===== src/rtl/instr_fetch_pkg.sv =====
// Shared definitions for the fetch stage: NOP word, FSM encoding, reset vector,
// fault cause codes and the payload presented to the decoder.
package instr_fetch_pkg;

  localparam int unsigned XLEN_W  = 32;
  localparam int unsigned STATE_W = 2;

  localparam logic [STATE_W-1:0] S_REQ  = 2'd0;
  localparam logic [STATE_W-1:0] S_WAIT = 2'd1;
  localparam logic [STATE_W-1:0] S_HOLD = 2'd2;

  localparam logic [XLEN_W-1:0] FETCH_NOP          = 32'h0000_0013;
  localparam logic [XLEN_W-1:0] FETCH_RESET_VECTOR = 32'h0000_0000;

  // Cause codes handed to the trap unit alongside instr_fault
  typedef enum logic [3:0] {
    FETCH_FAULT_MISALIGN = 4'd0,
    FETCH_FAULT_ACCESS   = 4'd1
  } fetch_fault_e;

  typedef struct packed {
    logic [XLEN_W-1:0] instr;
    logic [XLEN_W-1:0] pc;
    logic              fault;
  } fetch_out_t;

endpackage


===== src/rtl/fetch_pc_gen.sv =====
// PC register with +4 advance, redirect muxing and alignment check for instr_fetch.
// FETCH_MISALIGN_CHECK_EN: flag redirect targets whose low two bits are non-zero.
module fetch_pc_gen
  import instr_fetch_pkg::*;
#(
  parameter logic [XLEN_W-1:0] RESET_VECTOR = FETCH_RESET_VECTOR
) (
  input  logic              clk,
  input  logic              rst,
  input  logic              advance,
  input  logic              redirect_valid,
  input  logic [XLEN_W-1:0] redirect_pc,
  output logic [XLEN_W-1:0] pc,
  output logic              misalign_c
);

  localparam int unsigned WORD_W = XLEN_W - 2;

  // Only the word index is stored, so the fetch address is aligned by construction
  logic [WORD_W-1:0] pc_q, pc_d;

  always_comb begin
    pc_d = pc_q;
    if (redirect_valid) begin
      pc_d = redirect_pc[XLEN_W-1:2];
    end else if (advance) begin
      pc_d = pc_q + WORD_W'(1);
    end
  end

  always_ff @(posedge clk or posedge rst) begin
    if (rst) begin
      pc_q <= RESET_VECTOR[XLEN_W-1:2];
    end else begin
      pc_q <= pc_d;
    end
  end

  assign pc = {pc_q, 2'b00};

`ifdef FETCH_MISALIGN_CHECK_EN
  assign misalign_c = redirect_valid && (redirect_pc[1:0] != 2'b00);
`else
  logic unused_lsb;
  assign unused_lsb = ^redirect_pc[1:0];
  assign misalign_c = 1'b0;
`endif

endmodule


===== src/rtl/instr_fetch.sv =====
// Fetch stage: one outstanding word request, registered handoff to the decoder,
// redirects discard in-flight responses. Misaligned-target faulting via FETCH_MISALIGN_CHECK_EN.
module instr_fetch
  import instr_fetch_pkg::*;
#(
  parameter logic [31:0] RESET_VECTOR = FETCH_RESET_VECTOR,
  parameter int unsigned XLEN         = 32
) (
  input  logic            clk,
  input  logic            rst,
  output logic            imem_req_valid,
  input  logic            imem_req_ready,
  output logic [XLEN-1:0] imem_req_addr,
  input  logic            imem_rsp_valid,
  input  logic [XLEN-1:0] imem_rsp_data,
  input  logic            imem_rsp_err,
  input  logic            redirect_valid,
  input  logic [XLEN-1:0] redirect_pc,
  output logic [XLEN-1:0] instr,
  output logic [XLEN-1:0] instr_pc,
  output logic            instr_valid,
  input  logic            instr_ready,
  output logic            instr_fault
);

  logic [STATE_W-1:0] state_q, state_d;
  logic               drop_q, drop_d;
  logic               valid_q, valid_d;
  fetch_out_t         out_q, out_d;
  logic [XLEN_W-1:0]  pc;
  logic               advance_c;
  logic               misalign_c;
  logic               rsp_owed;

  fetch_pc_gen #(
    .RESET_VECTOR(RESET_VECTOR)
  ) u_pc_gen (
    .clk           (clk),
    .rst           (rst),
    .advance       (advance_c),
    .redirect_valid(redirect_valid),
    .redirect_pc   (redirect_pc),
    .pc            (pc),
    .misalign_c    (misalign_c)
  );

  always_comb begin
    state_d   = state_q;
    drop_d    = drop_q;
    valid_d   = valid_q;
    out_d     = out_q;
    advance_c = 1'b0;

    case (state_q)
      S_REQ: begin
        if (imem_req_ready) state_d = S_WAIT;
      end
      S_WAIT: begin
        if (imem_rsp_valid) begin
          if (drop_q) begin
            drop_d  = 1'b0;
            state_d = S_REQ;
          end else begin
            out_d     = '{instr: imem_rsp_data, pc: pc, fault: imem_rsp_err};
            valid_d   = 1'b1;
            advance_c = 1'b1;
            state_d   = S_HOLD;
          end
        end
      end
      S_HOLD: begin
        // A fault raised on a redirect may still owe a stale response
        if (drop_q && imem_rsp_valid) drop_d = 1'b0;
        if (instr_ready) begin
          valid_d = 1'b0;
          state_d = drop_d ? S_WAIT : S_REQ;
        end
      end
      default: state_d = S_REQ;
    endcase

    rsp_owed = (state_d == S_WAIT) || drop_d;

    if (redirect_valid) begin
      out_d     = out_q;
      valid_d   = 1'b0;
      advance_c = 1'b0;
      drop_d    = rsp_owed;
      state_d   = rsp_owed ? S_WAIT : S_REQ;
      if (misalign_c) begin
        out_d   = '{instr: FETCH_NOP, pc: redirect_pc, fault: 1'b1};
        valid_d = 1'b1;
        state_d = S_HOLD;
      end
    end
  end

  always_ff @(posedge clk or posedge rst) begin
    if (rst) begin
      state_q <= S_REQ;
      drop_q  <= 1'b0;
      valid_q <= 1'b0;
      out_q   <= '{instr: FETCH_NOP, pc: '0, fault: 1'b0};
    end else begin
      state_q <= state_d;
      drop_q  <= drop_d;
      valid_q <= valid_d;
      out_q   <= out_d;
    end
  end

  assign imem_req_valid = (state_q == S_REQ);
  assign imem_req_addr  = pc;
  assign instr          = out_q.instr;
  assign instr_pc       = out_q.pc;
  assign instr_fault    = out_q.fault;
  assign instr_valid    = valid_q;

`ifndef SYNTHESIS
  rsp_only_when_owed_a: assert property (@(posedge clk) disable iff (rst)
    imem_rsp_valid |-> (state_q == S_WAIT || drop_q));
`endif

endmodule


===== config.mk =====
export PLATFORM = sky130hd
export DESIGN_NAME = instr_fetch
export DESIGN_NICKNAME = d
export VERILOG_FILES = /design/src/rtl/instr_fetch_pkg.sv /design/src/rtl/fetch_pc_gen.sv /design/src/rtl/instr_fetch.sv
export SDC_FILE = /design/constraint.sdc
export NUM_CORES = 1
export LEC_CHECK = 0
export BUFFER_PORTS_ARGS = -buffer_cell sky130_fd_sc_hd__buf_2
export CAP_MARGIN = 20
export CORE_MARGIN = 2
export CORE_UTILIZATION = 44
export CTS_CLUSTER_DIAMETER = 60
export DETAILED_ROUTE_END_ITERATION = 10
export PLACE_DENSITY_LB_ADDON = 0.2
export SETUP_SLACK_MARGIN = 0.4
export SLEW_MARGIN = 0
export SYNTH_ARGS = -nofsm -noshare
export SYNTH_HDL_FRONTEND = slang
export SYNTH_SLANG_ARGS = --single-unit

===== constraint.sdc =====
create_clock -name clk -period 3 [get_ports clk]
set_clock_uncertainty 0.05 [all_clocks]
set_input_delay 0.6 -clock clk [delete_from_list [all_inputs] [get_ports clk]]
set_output_delay 0.6 -clock clk [all_outputs]
set_load 0.05 [all_outputs]

# --- After elaboration in Yosys (flattened, before gate mapping) ---
# Cells that the tools add are included.
totals:
  input_bits: 71
  reg_bits: 97
  out_inout_bits: 99
  word_cells: 47
classes:
  reduce_logical: 7
  add_sub_neg: 1
  bitwise: 2
  n_eq_ne: 6
  mux: 24
ops:
  columns: ["cell", "n"]
  rows:
  - ["30-bit two-way mux", 2]
  - ["30-bit by 1-bit adder with 30-bit output (second input constant)", 1]
  - ["1-bit two-way mux", 14]
  - ["2-bit two-way mux", 5]
  - ["3-bit != test (second input constant)", 3]
  - ["4-bit AND reduction", 2]
  - ["2-bit one-hot mux with 3 select lines", 1]
  - ["2-bit by 1-bit == test with 1-bit output (second input constant)", 2]
  - ["1-bit one-hot mux with 2 select lines", 2]
  - ["3-bit nonzero test", 1]
  - ["2-bit == test (second input constant)", 1]
  - ["2-bit logical NOT", 1]
  - ["1-bit inverter", 2]
  - ["2-bit nonzero test", 1]
  - ["1-bit logical AND", 1]
  - ["1-bit logical OR", 1]

# --- Longest topological paths before layout ---
# Gate-level depths: netlist of run 1.
logic_depth:
  ltp_word: 10
  mapped_depth: 8
  ltp_nobuf: 6

# --- Modules after synthesis ---
# Synthesis of run 1 repeated with hierarchy kept, for this count alone.
unflattened:
  cells_unflattened: 460
  hier_area_um2: 4769.6
by_module_without_submodules:
  columns: ["mod", "area_per_inst_um2", "cells_per_inst", "n_inst", "seq_area_each_um2"]
  rows:
  - ["instr_fetch", 3010.4, 257, 1, 1730.4]
  - ["fetch_pc_gen", 1759.2, 203, 1, 750.7]

# --- Worst setup path before layout of run 1 ---
# No wires, ideal clock.
synth_timing:
  path_kind: "flip-flop to flip-flop"
  startpoint: "register u_pc_gen.pc_q[0]"
  endpoint: "register u_pc_gen.pc_q[20]"
  t_arrival_ns: 2.457
  setup_slack_ns: 0.411
  path_buffers: 1
  period_less_slack_ns: 2.589
  setup_time_ns: 0.082
  stages_incl_launch_ff: 7
  cell_sequence: "dfrtp_1 > ha_1 > nand4b_4 > or4_4 > buf_6 > or4_1 > a31oi_1"
synth_between:
  elab_chain_len: 3
synth_lines:
  columns: ["item", "line", "rtl"]
  rows:
  - ["start: declaration", "fetch_pc_gen.sv:20", "logic [WORD_W-1:0] pc_q, pc_d;"]
  - ["start signal: assignment", "fetch_pc_gen.sv:33", "pc_q <= RESET_VECTOR[XLEN_W-1:2];"]
  - ["start signal: assignment", "fetch_pc_gen.sv:35", "pc_q <= pc_d;"]
  - ["30-bit by 1-bit adder with 30-bit output", "fetch_pc_gen.sv:27", "pc_d = pc_q + WORD_W'(1);"]
  - ["30-bit two-way mux", "fetch_pc_gen.sv:26", "end else if (advance) begin"]
  - ["30-bit two-way mux", "fetch_pc_gen.sv:24", "if (redirect_valid) begin"]
# Every way passes these cells. The select of a mux whose other input is x is not followed.
# A chain may end at the register's enable or synchronous reset.

# --- Final worst setup path of run 1 ---
layout_timing:
  startpoint: "register state_q[1]"
  endpoint: "register u_pc_gen.pc_q[11]"
layout_between:
  elab_chain_len: 4
layout_lines:
  columns: ["item", "line", "rtl"]
  rows:
  - ["start: declaration", "instr_fetch.sv:26", "logic [STATE_W-1:0] state_q, state_d;"]
  - ["start signal: assignment", "instr_fetch.sv:105", "state_q <= state_d;"]
  - ["2-bit by 1-bit == test with 1-bit output", "instr_fetch.sv:54", "case (state_q)"]
  - ["1-bit two-way mux", "instr_fetch.sv:54", null]
  - ["1-bit two-way mux", "instr_fetch.sv:84", "if (redirect_valid) begin"]
  - ["2-bit nonzero test (no source line)", null, null]
# Every way passes these cells.

==> flow_summary.json, run 1 <==
{
  "status": "finished, final reports clean",
  "yosys_most_used_dff": "dfrtp_1",
  "dp_slack_ns": 0.300,
  "slew_headroom_pct": 61.4,
  "drtIter0Drc": 96,
  "startpoint_type": "flip-flop",
  "critPathMaxFanout": 11,
  "utilization_pct": 58.0,
  "avgSynthCellArea_sq_um": 11.8,
  "cts_buffers": 9,
  "dieHeight_microns": 105,
  "syn2layout_area_growth_pct": 27.5,
  "cts_hold_buf": 0,
  "die_w_microns": 105,
  "vias": 3512,
  "gp_congestion": 0.854,
  "clk_latency_ns": 0.37,
  "grt_pass1_vias": 3399,
  "worst_slew_pin_slew_ns": 0.579,
  "num_antenna_cells": 0,
  "arrival_ns": 2.73,
  "grt_pass1_wl_microns": 17700,
  "syn_inst": 379,
  "port-buffer-count": 163,
  "finalHoldViolCount": 0,
  "dr.pass1.iters": 4,
  "htree_levels": 3,
  "yosysMostFrequentCell": "dfrtp_1",
  "ios": 170,
  "cts_root_buf": "clkbuf_8",
  "drt-total-wl_microns": 10800,
  "place_area_sq_um": 5410,
  "reg2reg_slack_ns": 0.52,
  "grt_use_total_pct": 20.3,
  "startpoint": "state_q[1]",
  "cts_tree": "built",
  "ir_drop_uv": 610,
  "ys_seq_area_share_pct": 54.4,
  "routedWlPerCell_microns": 15.9,
  "dpl.hpwl_microns": 7800,
  "fmax_mhz": 404,
  "power.leakage_nw": 2.62,
  "r2r_end": "u_pc_gen.pc_q[11]",
  "die-area_sq_um": 11000,
  "rr_worst_depth": 7,
  "period_minus_slack_ns": 2.48,
  "rsz0062_at_grt": "no",
  "cts.clk_slew.worst_paths_ns": 0.09,
  "fp.coreArea_sq_um": 9820,
  "drc": 0,
  "grt_overflow": 0,
  "synth_top_area_cell": "dfrtp_1",
  "ys_types": 46,
  "stdcell_area_sq_um": 5700,
  "ant_nets": 0,
  "hold_path.class": "input pin to asynchronous set/reset pin",
  "post_drt_via_cell_ratio": 5.19,
  "drive_gt1_share_pct": 49.1,
  "post-route-period-util_pct": 82.6,
  "slew_violations": 0,
  "async_flop_share_pct": 100,
  "fin_ws_ns": 0.522,
  "synth_edf_count": 0,
  "r2r_start": "state_q[1]",
  "finalSetupViolations": 0,
  "critical_path_required_ns": 3.26,
  "path_cells": "inv_1, ha_2, nand3b_1, or4_4, buf_4, or4_1, nand3_1",
  "maxCapViolations": 0,
  "worstSetupPathType": "flip-flop to flip-flop",
  "cts_buffer_depth": 2,
  "crit_path_max_incr_delay_ns": 0.63,
  "grt_max_degree": 46,
  "synth_common_cells": "94 x dfrtp_1, 63 x mux2_2, 23 x nand2_1",
  "antenna_found_initial": 0,
  "power_density_nw_per_um2": 1120,
  "fin_tns_setup_ns": 0,
  "endpoint_kind": "flip-flop",
  "yosysTopAreaCellShare_pct": 52.7,
  "cts.sinks": 97,
  "hold_slack_ns": 0.146,
  "synthTopCellsByArea": "dfrtp_1 53%, mux2_2 16%, or4_1 2.9%",
  "nets": 616,
  "synth_seq_cells": 97,
  "instances_no_fill": 677,
  "p_total_mw": 6.35,
  "rows": 36,
  "place_inst": 660,
  "start_util_pct": 45.5,
  "ys_warn_count": 0,
  "netlist_area_sq_um": 4470,
  "crit_slowest_cell": "or4_4"
}
cell usage in the layout (no fill, tap or decap), types with 7 or more instances in the layout:
cell type / count
mux2_2: 63
xnor2_1: 8
buf_4: 7
nand3_1: 9
nor2_1: 21
clkbuf_8: 9
o21ai_0: 17
dfrtp_1: 94
buf_2: 163
nand2_1: 23
inv_1: 10
a31oi_1: 14
o31ai_1: 11
or4_1: 15
nand4_1: 9
report_power, final:
group | switching [mW] | internal (mW) | leakage [nW] | total (mW)
Clock | 0.469 | 0.639 | 0.130 | 1.11
Combinational | 2.28 | 0.863 | 1.34 | 3.15
Sequential | 0.294 | 1.80 | 1.15 | 2.10
worst max-delay path, delay by kind of cell, from the launching register on:
kind | cells | cell delay, ns
flip-flops | 1 | 0.43
adder cells (fa/ha/maj) | 1 | 0.26
AND/OR/NAND/NOR | 4 | 1.36
buffers and inverters | 2 | 0.32
final cells by class:
| class | count | area [sq um] |
|---|---|---|
| multi-input cells | 249 | 1900 |
| clock inverters | 7 | 141 |
| clock buffers | 9 | 124 |
| repair buffers | 171 | 888 |
| well taps | 133 | 166 |
| fillers | 899 | 4120 |
| flip-flops and latches | 97 | 2430 |
| inverters | 11 | 45.0 |
worst max-delay path by stage:
stage	endpoint	slack [ns]	cells past startpoint
floorplan	u_pc_gen.pc_q[20]	0.41	6
global placement	u_pc_gen.pc_q[29]	0.38	6
detailed placement	u_pc_gen.pc_q[29]	0.30	6
CTS	u_pc_gen.pc_q[29]	0.45	6
global route	u_pc_gen.pc_q[11]	0.40	7
finish	u_pc_gen.pc_q[11]	0.52	7
sequential cells by signal (all words and copies together), names as in the netlist:
signal	flops
drop_q	1
instr	32
instr_fault	1
instr_pc	30
instr_valid	1
state_q	2
u_pc_gen.pc_q	30
cells by family (layout without fill, tap and decap cells):
family                     Yosys count  count (layout)  synth area share [%]
muxes                               64              64                  16.1
buffers and inverters               36             198                  3.56
xor gates and xnor gates            10              10                  1.96
DFF                                 97              97                  54.4
and+or+nand+nor                    109             109                  13.9
other                                1               4                0.0840
adders and majority gates            6               6                  1.68
AOI/OAI and AO/OA                   56              56                  8.26
what timing repair did:
| action | in CTS | in global routing |
|---|---|---|
| endpoints found under the hold margin | 0 | 0 |
| setup endpoints to repair | 4 | 12 |
| gates resized for setup | 1 | 2 |
| buffers inserted | 0 | 1 |
| pin swaps | 0 | 2 |
per-layer routing:
layer	global-route usage (%)	vias to the layer above	wire (microns)
met1	26.3	1711	4650
met4	6.29	0	153
met3	4.37	13	533
met2	34.0	95	5450
met5	0	-	0
li1	-	1693	-
No activity file was read; power rests on OpenSTA's default activity.
==> inputs of run 2 (changes only) <==
ABC_AREA = 1   (was unset)
CORE_UTILIZATION = 51   (was 44)
clock period = 2.4 ns   (was 3 ns; I/O delays follow)
==> run 2 against run 1 <==
Compared with the run above:
- combinational power increased by 54%
- critical path depth decreased by 4
- cell count increased by 34%
- flip-flop and latch count unchanged
- highest routed layer unchanged
- core utilization increased by 5.9 points
- register-to-register slack about the same
- die area about the same
- synthesized cell count increased by 61%
==> flow_summary.json, run 2 <==
{
  "layout_commonest_cell": "nand2_1",
  "async_flop_share_pct": 100,
  "grt_pass1_wl_microns": 21700,
  "worst_slew_pin_slew_ns": 0.549,
  "yosys_most_used_dff": "dfrtp_1",
  "startpoint_type": "flip-flop",
  "cts_root_buf": "clkbuf_8",
  "ys_seq_area_share_pct": 47.0,
  "vias": 4552,
  "critPathMaxFanout": 5,
  "period_minus_slack_ns": 1.90,
  "ys_types": 31,
  "largest_reg_flops": 32,
  "ys_warn_count": 0,
  "use_met2_pct": 38.2,
  "rows": 36,
  "ir_drop_uv": 775,
  "power_density_nw_per_um2": 1390,
  "cts.sinks": 97,
  "fin_tns_setup_ns": 0,
  "p_total_mw": 8.70,
  "arrival_ns": 1.37,
  "dr.pass1.iters": 5,
  "synthTopCellsByArea": "dfrtp_1 45%, nand2_1 12%, mux2_4 9.3%",
  "endpoint_kind": "output pin",
  "start_util_pct": 52.7,
  "drive_gt1_share_pct": 31.8,
  "die_w_microns": 105,
  "syn_inst": 612,
  "startpoint": "state_q[1]",
  "worstSetupPathType": "flip-flop to output pin",
  "slew_headroom_pct": 63.4,
  "antenna_found_initial": 1,
  "grt_pass1_vias": 4311,
  "fp.coreArea_sq_um": 9820,
  "critical_path_required_ns": 1.87,
  "gp_congestion": 0.899,
  "cts_tree": "built",
  "r2r_start": "state_q[1]",
  "finalHoldViolCount": 0,
  "power.leakage_nw": 3.37,
  "dieHeight_microns": 105,
  "htree_levels": 3,
  "post-route-period-util_pct": 79.2,
  "slew_violations": 0,
  "drc": 0,
  "fill_cells": 876,
  "cts.clk_slew.worst_paths_ns": 0.11,
  "synth_common_cells": "172 x nand2_1, 94 x dfrtp_1, 70 x nor2_1",
  "avgSynthCellArea_sq_um": 8.46,
  "clk_latency_ns": 0.38,
  "dpl.hpwl_microns": 9430,
  "hold_path.class": "input pin to asynchronous set/reset pin",
  "rsz0062_at_grt": "yes",
  "post_drt_via_cell_ratio": 5.01,
  "finalSetupViolations": 0,
  "syn2layout_area_growth_pct": 21.3,
  "drt-total-wl_microns": 13100,
  "cts_buffers": 9,
  "grt_use_total_pct": 24.6,
  "grt_use_met1_pct": 34.8,
  "met3_usage_pct": 4.05,
  "maxCapViolations": 0,
  "netlist_area_sq_um": 5180,
  "routedWlPerCell_microns": 14.4,
  "final_cell_mix": "172 x nand2_1, 162 x buf_2, 93 x dfrtp_1",
  "synth_top_area_cell": "dfrtp_1",
  "yosysMostFrequentCell": "nand2_1",
  "port-buffer-count": 163,
  "nets": 846,
  "synth_edf_count": 0,
  "grt_max_degree": 68,
  "drtIter0Drc": 324,
  "synth_seq_cells": 97,
  "fmax_mhz": 526,
  "yosysTopAreaCellShare_pct": 45.4,
  "grt_overflow": 0,
  "ant_nets": 0,
  "die-area_sq_um": 11000,
  "cts_buffer_depth": 2,
  "grt.busiest_layer": "met2",
  "ios": 170,
  "status": "finished, final reports clean"
}
==> run 2: worst paths after layout <==
| path | end | slack, ns | cells past startpoint |
|---|---|---|---|
| max in group asynchronous | instr[0] | 1.78 | 3 |
| min in group clk | instr[4] | 0.28 | 2 |
| setup / recovery | imem_req_valid | 0.50 | 3 |
| hold / removal | u_pc_gen.pc_q[15] | 0.14 | 3 |
| hold reg to reg | instr_pc[9] | 0.44 | 2 |
| setup reg to reg | u_pc_gen.pc_q[3] | 0.53 | 8 |
==> run 2: metal layers <==
metal  routed length (microns)  vias to the layer above
met5                         0                        -
met4                       227                        0
met3                       783                       15
met2                      5980                      169
met1                      6110                     2098
li1                          -                     2270
==> run 2: kinds of logic (layout without fill, tap and decap cells) <==
kind of cell             Yosys count  after routing  synth area share [%]
AND/OR/NAND/NOR                  305            305                  25.3
flip-flops                        97             97                  47.0
AO/OA/AOI/OAI                     85             85                  8.90
buffers and inverters             84            243                  7.59
multiplexers                      34             34                  9.72
adder cells (fa/ha/maj)            6              6                  1.45
other                              1              5                0.0724
==> run 2: critical path: stages (launching register included) <==
cell and delay (ns):
dfrtp_1 0.42, inv_1 0.16, ha_1 0.22, buf_4 0.21
==> run 2: final cells by class <==
cell class | instances | area, sq um | share of cell area (%)
flip-flops and latches | 97 | 2430 | 38.7
multi-input cells | 434 | 2380 | 37.9
repair buffers | 170 | 891 | 14.2
inverters | 57 | 220 | 3.51
well taps | 133 | 166 | 2.65
clock buffers | 9 | 124 | 1.97
clock inverters | 7 | 63.8 | 1.02
diodes | 1 | 2.50 | 0.0399
==> run 2: what timing repair did <==
| item | 4_1_cts | 5_1_grt |
|---|---|---|
| setup endpoints to repair | 12 | 22 |
| hold endpoints to repair | 0 | 0 |
| hold buffers | 0 | 0 |
| setup buffers | 0 | 0 |
| resized for setup | 2 | 6 |
==> run 2: power breakdown <==
part           switching (mW)  total (mW)  internal (mW)
registers               0.485        2.80           2.31
logic                    3.56        4.86           1.30
clock network           0.640        1.04          0.399
total                    4.69        8.70           4.01
==> run 2: metrics by stage <==
stage / setup WS (ns) / hold slack, ns / instances / area (sq um) / util [%]
2_1_floorplan: 0.477 / 0.524 / 615 / 5190 / -
3_3_place_gp: 0.357 / 0.411 / 891 / 6070 / 61.8
3_5_place_dp: 0.292 / 0.418 / 891 / 6070 / 61.8
4_1_cts: 0.433 / 0.160 / 907 / 6260 / 63.8
5_1_grt: 0.378 / 0.171 / 908 / 6280 / 63.9
6_report: 0.499 / 0.141 / 908 / 6280 / 63.9
==> inputs of run 3 (changes only) <==
clock period = 1.9 ns   (was 2.4 ns; I/O delays follow)
==> run 3 against run 2 <==
Compared with the run above:
- clock power grew 26%
- register-to-register slack worse by 0.35 ns
- die area stayed put
- wire length increased by 21%
- global-route usage grew 3.0 points
- sequential share of layout area shrank 5.3 points
- cell count grew 6.7%
- first-iteration DRC count rose by 39%
- clock-buffer cell count increased by 1
==> flow_summary.json, run 3 (synthesis results as in run 2) <==
{
  "status": "finished, final reports clean",
  "internal_power_mw": 6.00,
  "grt_max_degree": 65,
  "clk_latency_ns": 0.38,
  "slew_violations": 0,
  "critPathMaxFanout": 4,
  "gp_congestion": 0.851,
  "instances_no_fill": 969,
  "grt_pass1_wl_microns": 24300,
  "final_cell_mix": "164 x nand2_1, 130 x buf_2, 67 x dfrtp_1",
  "fin_ws_ns": 0.178,
  "fp.coreArea_sq_um": 9820,
  "cts_root_buf": "clkbuf_8",
  "grt_pass1_vias": 4860,
  "die-area_sq_um": 11000,
  "p_switching_mw": 6.43,
  "largest_reg_flops": 32,
  "hold_path.class": "input pin to asynchronous set/reset pin",
  "r2r_start": "state_q[1]",
  "fin_tns_setup_ns": 0,
  "vias": 5106,
  "start_util_pct": 52.7,
  "fmax_mhz": 581,
  "dieHeight_microns": 105,
  "drc": 0,
  "drt-total-wl_microns": 15900,
  "finalHoldViolCount": 0,
  "dr.pass1.iters": 5,
  "dpl.hpwl_microns": 10100,
  "utilization_pct": 75.1,
  "ant_nets": 0,
  "routedWlPerCell_microns": 16.4,
  "startpoint_type": "flip-flop",
  "combPwrFrac_pct": 60.4,
  "dp_slack_ns": 0.184,
  "cts_tree": "built",
  "cts_buffers": 9,
  "arrival_ns": 1.92,
  "layout_commonest_cell": "nand2_1",
  "grt_use_total_pct": 27.6,
  "rsz0062_at_grt": "yes",
  "htree_levels": 3,
  "crit_slowest_cell": "dfrtp_1",
  "antenna_found_initial": 1,
  "crit_path_max_incr_delay_ns": 0.39,
  "period_minus_slack_ns": 1.72,
  "path_cells": "inv_2, ha_4, buf_4, buf_4, o21ai_0, nand3_2, nand2_1, o21ai_0, inv_1, nand2_1",
  "critical_path_required_ns": 2.10,
  "syn2layout_area_growth_pct": 42.4,
  "swShare_pct": 51.7,
  "die_w_microns": 105,
  "endpoint_kind": "flip-flop",
  "maxCapViolations": 0,
  "port-buffer-count": 163,
  "post-route-period-util_pct": 90.6,
  "power_density_nw_per_um2": 1690,
  "drtIter0Drc": 449,
  "place_inst": 896,
  "grt_overflow": 0,
  "startpoint": "state_q[1]",
  "pwr-share-seq_pct": 29.0,
  "ir_drop_uv": 1050,
  "ios": 170,
  "nets": 907,
  "drive_gt1_share_pct": 45.9,
  "power.leakage_nw": 3.83,
  "rows": 36,
  "cts.sinks": 97,
  "p_clk_share_pct": 10.6,
  "finalSetupViolations": 0,
  "cts.clk_slew.worst_paths_ns": 0.09,
  "post_drt_via_cell_ratio": 5.27,
  "worstSetupPathType": "flip-flop to flip-flop",
  "cts_buffer_depth": 2
}
run 3: cell types whose count changed in the layout (fill, tap and decap cells not counted), moves of 8 or more:
cell	before	now
o21ai_0	50	30
dfrtp_2	1	27
buf_2	162	130
nand2_1	172	164
dfrtp_1	93	67
buf_4	5	66
nor2_4	5	13
nor2_1	70	54
nor2_2	2	10
buf_6	2	12
o21ai_1	3	17
run 3: path summary, 6_finish.rpt:
check                                   end  slack [ns]  cells after the start
worst max-delay path             state_q[0]        0.18                     10
worst min register to register  instr_pc[9]        0.44                      2
worst max register to register   state_q[0]        0.18                     10
worst min-delay path            instr_valid        0.04                      3
min in group clk                  instr[31]        0.18                      2
max in group asynchronous          instr[1]        1.39                      3
run 3: timing repair:
action | in CTS | in global routing
gates resized for setup | 72 | 63
cloned | 5 | 1
hold buffers | 0 | 0
endpoints found under the setup margin | 116 | 111
pin swaps | 20 | 27
setup buffers | 33 | 17
run 3: layer usage:
metal,vias up,GRT usage [%],wire length (microns)
met3,44,4.24,1050
met5,-,0,0
met1,2406,37.8,6720
li1,2405,-,-
met2,251,44.0,7540
met4,0,11.6,570
run 3: power groups by stage:
stage,Sequential (mW),Combinational [mW],Clock [mW]
2_1_floorplan,6.42,2.00,0
3_3_place_gp,3.55,6.23,0
3_5_place_dp,3.61,6.30,0
4_1_cts,3.57,7.08,1.32
5_1_grt,3.71,7.90,1.40
6_report,3.61,7.52,1.31
run 3: metrics by stage:
stage	cell area [sq um]	hold slack, ns	power [mW]
after global placement	6250	0.413	9.78
final	7370	0.0386	12.4
after floorplan	5300	0.478	8.42
after detailed placement	6250	0.424	9.91
after CTS	7040	0.0664	12.0
after global routing	7370	0.0798	13.0
run 3: final cells by class:
cell class,count,area (sq um)
Tap cell,133,166
Multi-Input combinational cell,435,2660
Sequential cell,97,2460
Clock inverter,6,50.0
Timing Repair Buffer,230,1660
Antenna cell,1,2.50
Clock buffer,10,138
Fill cell,725,2450
Inverter,57,234
run 3: worst max-delay path, delay by kind of cell (launching register included):
kind	cells	cell delay (ns)
buf+inv	4	0.40
simple gates	3	0.34
fa+ha+maj	1	0.17
flops	1	0.39
compound gates	2	0.25
